<file path="src/rtl/lab5_fetch_unit.sv">
// lab5_fetch_unit: instruction fetch sequencer on the read side of a 128x16 IRAM.
// Holds the PC, registers fetched words into INSTR, parks on HALT until a
// synchronized CONT rising edge, and redirects on taken branches.
// Optional feature macro: FETCH_SINGLE_STEP_EN (adds step_mode input; each
// issued instruction then parks the unit until the next CONT edge).
module lab5_fetch_unit #(
    parameter logic [7:0]  RESET_PC    = 8'h00,
    parameter logic [15:0] HALT_WORD   = 16'h0001,
    parameter int          SYNC_STAGES = 2
) (
    input  logic        clk,
    input  logic        rst_n,
`ifdef FETCH_SINGLE_STEP_EN
    input  logic        step_mode,
`endif
    output logic [7:0]  iaddr,
    input  logic [15:0] idata,
    input  logic        br_taken,
    input  logic [7:0]  br_target,
    input  logic        cont,
    output logic [15:0] instr,
    output logic        instr_valid,
    output logic        halted,
    output logic [2:0]  halt_cnt
);

    // Byte addresses into a 16-bit wide RAM are always even.
    localparam logic [7:0] RESET_PC_EVEN = RESET_PC & 8'hFE;

    typedef enum logic [1:0] {ST_BOOT, ST_RUN, ST_HALT} state_t;

    state_t      state_reg, state_next;
    logic [7:0]  pc_reg, pc_next;
    logic [15:0] instr_reg, instr_next;
    logic        valid_reg, valid_next;
    logic        halted_reg, halted_next;
    logic [2:0]  halt_cnt_reg, halt_cnt_next;

    logic [SYNC_STAGES-1:0] sync_reg;
    logic                   cont_prev_reg;
    logic                   cont_rise;
    logic                   step_active;

`ifdef FETCH_SINGLE_STEP_EN
    assign step_active = step_mode;
`else
    assign step_active = 1'b0;
`endif

    // CONT synchronizer chain: stage 0 samples the raw pin, later stages follow.
    generate
        for (genvar gi = 0; gi < SYNC_STAGES; gi++) begin : g_sync
            if (gi == 0) begin : g_first
                // First flop captures the asynchronous pushbutton level.
                always_ff @(posedge clk or negedge rst_n) begin
                    if (!rst_n) sync_reg[gi] <= 1'b0;
                    else        sync_reg[gi] <= cont;
                end
            end else begin : g_next
                // Subsequent flops resolve metastability.
                always_ff @(posedge clk or negedge rst_n) begin
                    if (!rst_n) sync_reg[gi] <= 1'b0;
                    else        sync_reg[gi] <= sync_reg[gi-1];
                end
            end
        end
    endgenerate

    // Edge detector history flop; runs in every state so stale edges are never stored.
    always_ff @(posedge clk or negedge rst_n) begin
        if (!rst_n) cont_prev_reg <= 1'b0;
        else        cont_prev_reg <= sync_reg[SYNC_STAGES-1];
    end

    assign cont_rise = sync_reg[SYNC_STAGES-1] & ~cont_prev_reg;

    // State and datapath registers.
    always_ff @(posedge clk or negedge rst_n) begin
        if (!rst_n) begin
            state_reg    <= ST_BOOT;
            pc_reg       <= RESET_PC_EVEN;
            instr_reg    <= 16'h0000;
            valid_reg    <= 1'b0;
            halted_reg   <= 1'b0;
            halt_cnt_reg <= 3'd0;
        end else begin
            state_reg    <= state_next;
            pc_reg       <= pc_next;
            instr_reg    <= instr_next;
            valid_reg    <= valid_next;
            halted_reg   <= halted_next;
            halt_cnt_reg <= halt_cnt_next;
        end
    end

    // Next-state logic: branch beats HALT pre-decode, which beats a normal issue.
    always_comb begin
        state_next    = state_reg;
        pc_next       = pc_reg;
        instr_next    = instr_reg;
        valid_next    = 1'b0;
        halted_next   = halted_reg;
        halt_cnt_next = halt_cnt_reg;
        case (state_reg)
            ST_BOOT: begin
                state_next = ST_RUN;
            end
            ST_RUN: begin
                if (br_taken) begin
                    // The word fetched this cycle is squashed, giving one bubble.
                    pc_next = br_target & 8'hFE;
                end else if (idata == HALT_WORD) begin
                    pc_next       = pc_reg + 8'd2;
                    halted_next   = 1'b1;
                    halt_cnt_next = halt_cnt_reg + 3'd1;
                    state_next    = ST_HALT;
                end else begin
                    instr_next = idata;
                    valid_next = 1'b1;
                    pc_next    = pc_reg + 8'd2;
                    if (step_active) begin
                        halted_next = 1'b1;
                        state_next  = ST_HALT;
                    end
                end
            end
            ST_HALT: begin
                // Branch requests are ignored here; only a CONT edge resumes.
                if (cont_rise) begin
                    halted_next = 1'b0;
                    state_next  = ST_RUN;
                end
            end
            default: begin
                state_next = ST_BOOT;
            end
        endcase
    end

    assign iaddr       = pc_reg;
    assign instr       = instr_reg;
    assign instr_valid = valid_reg;
    assign halted      = halted_reg;
    assign halt_cnt    = halt_cnt_reg;

endmodule

</file>
<file path="config.mk">
export PLATFORM = sky130hd
export DESIGN_NAME = lab5_fetch_unit
export DESIGN_NICKNAME = d
export VERILOG_FILES = /design/src/rtl/lab5_fetch_unit.sv
export SDC_FILE = /design/constraint.sdc
export NUM_CORES = 1
export LEC_CHECK = 0
export BUFFER_PORTS_ARGS = -buffer_cell sky130_fd_sc_hd__buf_2
export CORE_MARGIN = 3
export CORE_UTILIZATION = 35
export CTS_CLUSTER_DIAMETER = 150
export DETAILED_ROUTE_END_ITERATION = 8
export PLACE_DENSITY = 0.6
export SLEW_MARGIN = 20
export SYNTH_ARGS = -nofsm -noshare
export SYNTH_HDL_FRONTEND = slang
export SYNTH_SLANG_ARGS = --single-unit
</file>
<file path="constraint.sdc">
create_clock -name clk -period 2.2 [get_ports clk]
set_clock_uncertainty 0.15 [all_clocks]
set_input_delay 0.22 -clock clk [delete_from_list [all_inputs] [get_ports clk]]
set_output_delay 0.22 -clock clk [all_outputs]
set_load 0.005 [all_outputs]
</file>
# Word level (Yosys, flattened, before mapping)
# Cells that the tools add are included.
# word_totals
reg_bits	34
in_bits	28
output_inout_bits	29
word_cells	39
# classes
n_addsub	2
n_eq_ne	6
n_mux	12
n_bitwise	4
n_reduce_logical	6
# op_table
op	n
$eq 16x1->1 const B	1
$reduce_and 3->1	3
$add 8x2->8 const B	1
$mux 8	1
$mux 1	6
$mux 2	3
$ne 2x2->1 const B	3
$pmux 2 s3	1
$reduce_and 4->1	1
$add 3x1->3 const B	1
$not 1->1	3
$eq 2x1->1 const B	1
$eq 2x2->1 const B	1
$logic_not 2->1	1
$pmux 1 s2	1
$reduce_bool 2->1	1
$and 1x1->1	1

# Longest topological paths before layout
# depth
ltp_word	4
depth_mapped	6
depth_no_buf	5

# Least setup slack after synthesis
# OpenSTA, ideal clock, no wires.
# synth_timing
path_kind	input to register
start	input port idata[2]
end	register instr_reg[10] (netlist: instr[10])
setup_time_ns	0.125
t_arrival_ns	1.393
path_slack_ns	0.532
path_stages	6
n_path_buf	2
path_cell_list	nor4_1 nand4_1 and3_1 buf_6 buf_12 mux2_4
# synth_between
elab_chain_len	3
# synth_rtl
item	line_no	source
start, declared	17	input logic [15:0] idata,
$eq 16x1->1	112	end else if (idata == HALT_WORD) begin
$not 1->1 (no line)	n/a	
$reduce_and 3->1 (no line)	n/a	
end signal, assigned	89	instr_reg <= instr_next;
end, declared	34	logic [15:0] instr_reg, instr_next;
# Every way passes these cells.
# A chain may end at the register's enable or synchronous reset.

# Worst setup path in the final report
# layout_timing
start	input port idata[2]
end	register instr_reg[14] (netlist: instr[14])
# The elaborated chain is that of the path after synthesis.

==> qor.csv <==
metric,value,unit
critPathMaxStageDelay,0.33,ns
grt_max_degree,34,
ctsResizeCount,0,
final_hold_viol_count,0,
p_leak,0.934,nW
min_period,1.67,ns
yosys_warnings,0,
clkTransAtPathRegs,0.06,ns
yosysTopAreaCell,dfrtp_1,
clkSinkCount,33,
largest_reg_flops,16,
fmax,599,MHz
synth_most_common_cell,dfrtp_1,
maxCapViolCount,0,
p_int,973,µW
yosys_register_bits,33,
path_cells,buf_2 > nor4_1 > nand4_1 > and3_1 > buf_4 > mux2_4,
p_clk_frac,0.307,
drt-initial-drc-count,16,
yosys-top-cells-area,"dfrtp_1 56%, mux2_4 9.2%, mux2_2 6.1%, mux2i_1 2.7%, a21oi_1 2.4%",
synth_edf_count,0,
die_w,70.9,µm
drv_slew,0,
min_path_type,input pin to register,
cts_tree,done,
path_max_fanout,17,
comb_power_share,0.153,
dp_hpwl,2280,µm
antenna_found_initial,0,
fp-row-count,22,
finalSetupViolations,0,
max-slew-margin-rel,0.524,
cts_buffers,5,
swShare,0.242,
ys.flop_type,dfrtp_1,
via_count,1107,
cts_setup_buffers,0,
ys_seq_area_frac,0.561,
vdd_drop_max,0.344,mV
overflow,0,
diodes,0,
grt_pass1_wl,5170,µm
synth_top_area_share,0.561,
power_density,690,nW/µm²
htree_levels,2,
port_buffers,54,
switchingPower,311,µW
routed_wirelength,3010,µm
nFillCells,356,
syn_area_per_cell,12.7,µm²
syn_nets,146,
startpoint_type,input pin,
start_util,0.382,
required,2.21,ns
critical_path_class,input pin to register,
synthArstFlopShare,1.00,
drc,0,
area_growth,26.4,%
yosysUniqueCellTypes,28,
wire_per_inst,13.5,µm
vias_per_cell,4.96,
antenna_left,0,
worstMarginPinSlew,0.715,ns
netlist_instances,116,
setup.worst_path.end_class,register,
worst_path_max_delay_cell,nor4_1,
nNetsFinal,206,
rsz0062_at_grt,no,
grtUsageTotal,0.127,
p_seq_frac,0.540,
dr.pass1.iters,4,
place_inst,215,
synthesis.area,1470,µm²
drive_gt1_frac,0.463,
post-route-period-util,0.758,
synthTopCellsByCount,"33 x dfrtp_1, 9 x mux2_4, 8 x mux2_2, 8 x nand2_1, 7 x a21oi_1",
place.gp.congestion,0.819,
grt_pass1_vias,1149,
stdcell_count,223,
outcome,finished clean,
cts_root_buf,clkbuf_8,
clk_latency,0.27,ns
setup-tns-final,0,ns
core_area,3850,µm²
dieHeight,70.9,µm
ioPinCount,57,
clk_path_buf_depth,2,
cp.arrival,1.68,ns
dieArea,5020,µm²
## worst max-delay path: cells and delay by family
kind / cells / cell delay (ns)
buf+inv: 2 / 0.32
mux: 1 / 0.32
simple gates: 3 / 0.81
## power groups by stage
stage | sequential, mW | clock, mW | combinational [mW]
global route | 0.700 | 0.443 | 0.218
finish | 0.693 | 0.395 | 0.196
floorplan | 0.704 | 0 | 0.0963
detailed placement | 0.702 | 0 | 0.196
global placement | 0.700 | 0 | 0.191
CTS | 0.693 | 0.416 | 0.199
## cells by family (layout without fill, tap and decap cells)
kind of cell | count (synthesis) | after routing | synth area share
fa+ha+maj | 2 | 2 | 0.0170
compound gates | 17 | 17 | 0.0654
simple gates | 32 | 32 | 0.118
buf+inv | 8 | 67 | 0.0442
other cells | 1 | 1 | 0.00255
mux | 21 | 21 | 0.180
flops | 33 | 33 | 0.561
xor+xnor | 2 | 2 | 0.0119
## per-layer routing
| metal | GRT usage | up-vias | wire length, µm |
|---|---|---|---|
| met4 | 0.0438 | 0 | 19 |
| met5 | 0 | - | 0 |
| met3 | 0.0455 | 5 | 228 |
| met2 | 0.206 | 44 | 1400 |
| met1 | 0.157 | 534 | 1370 |
| li1 | - | 524 | - |
## what timing repair did
action                                  CTS  global route
endpoints found under the hold margin    34             0
hold buffers                              2             0
endpoints found under the setup margin    0             0
## final cells by class
type | count | area, µm² | area share
timing repair buffer | 59 | 313 | 0.168
clock buffer | 5 | 68.8 | 0.0370
multi-input combinational | 75 | 582 | 0.312
clock inverter | 1 | 5.00 | 0.00269
inverter | 2 | 7.51 | 0.00403
tap | 48 | 60.1 | 0.0323
sequential | 33 | 826 | 0.444
## per-stage QoR
stage	util	setup WS, ns	power [mW]	hold slack [ns]	cell area (µm²)
final	0.483	0.531	1.28	0.0415	1860
after global routing	0.483	0.436	1.36	0.0342	1860
after CTS	0.483	0.542	1.31	0.0339	1860
after detailed placement	0.459	0.252	0.899	0.163	1770
after global placement	0.459	0.243	0.892	0.167	1770
after floorplan	-	0.532	0.800	-0.226	1470
## cell usage in the layout (no fill, tap or decap)
cell           synthesis  routed
a21oi_1                7       7
a22oi_1                1       1
a2bb2oi_1              1       1
and3_1                 1       1
buf_2                  0      54
buf_4                  1       3
clkbuf_8               0       5
clkinv_2               0       1
conb_1                 1       1
dfrtp_1               33      33
dlygate4sd3_1          0       2
ha_1                   2       2
inv_1                  2       2
mux2_2                 8       8
mux2_4                 9       9
mux2i_1                4       4
nand2_1                8       8
nand2b_1               4       4
nand3_1                3       3
nand4_1                1       1
nor2_1                 4       4
nor2b_1                3       3
nor3_1                 2       2
nor3b_1                1       1
nor4_1                 4       4
nor4b_2                1       1
o21ai_0                4       4
o22ai_1                4       4
xor2_1                 2       2
## path summary, 6_finish.rpt
check	start	endpoint	slack, ns	cells after the start
worst max register to register	state_reg[0]	instr[6]	0.55	4
min in group asynchronous	rst_n	iaddr[7]	0.39	2
worst max-delay path	idata[2]	instr[14]	0.53	6
worst min register to register	sync_reg[0]	sync_reg[1]	0.21	0
max in group asynchronous	rst_n	halt_cnt[1]	1.05	2
worst min-delay path	idata[13]	instr[13]	0.04	2
No activity file was read; power rests on OpenSTA's default activity.
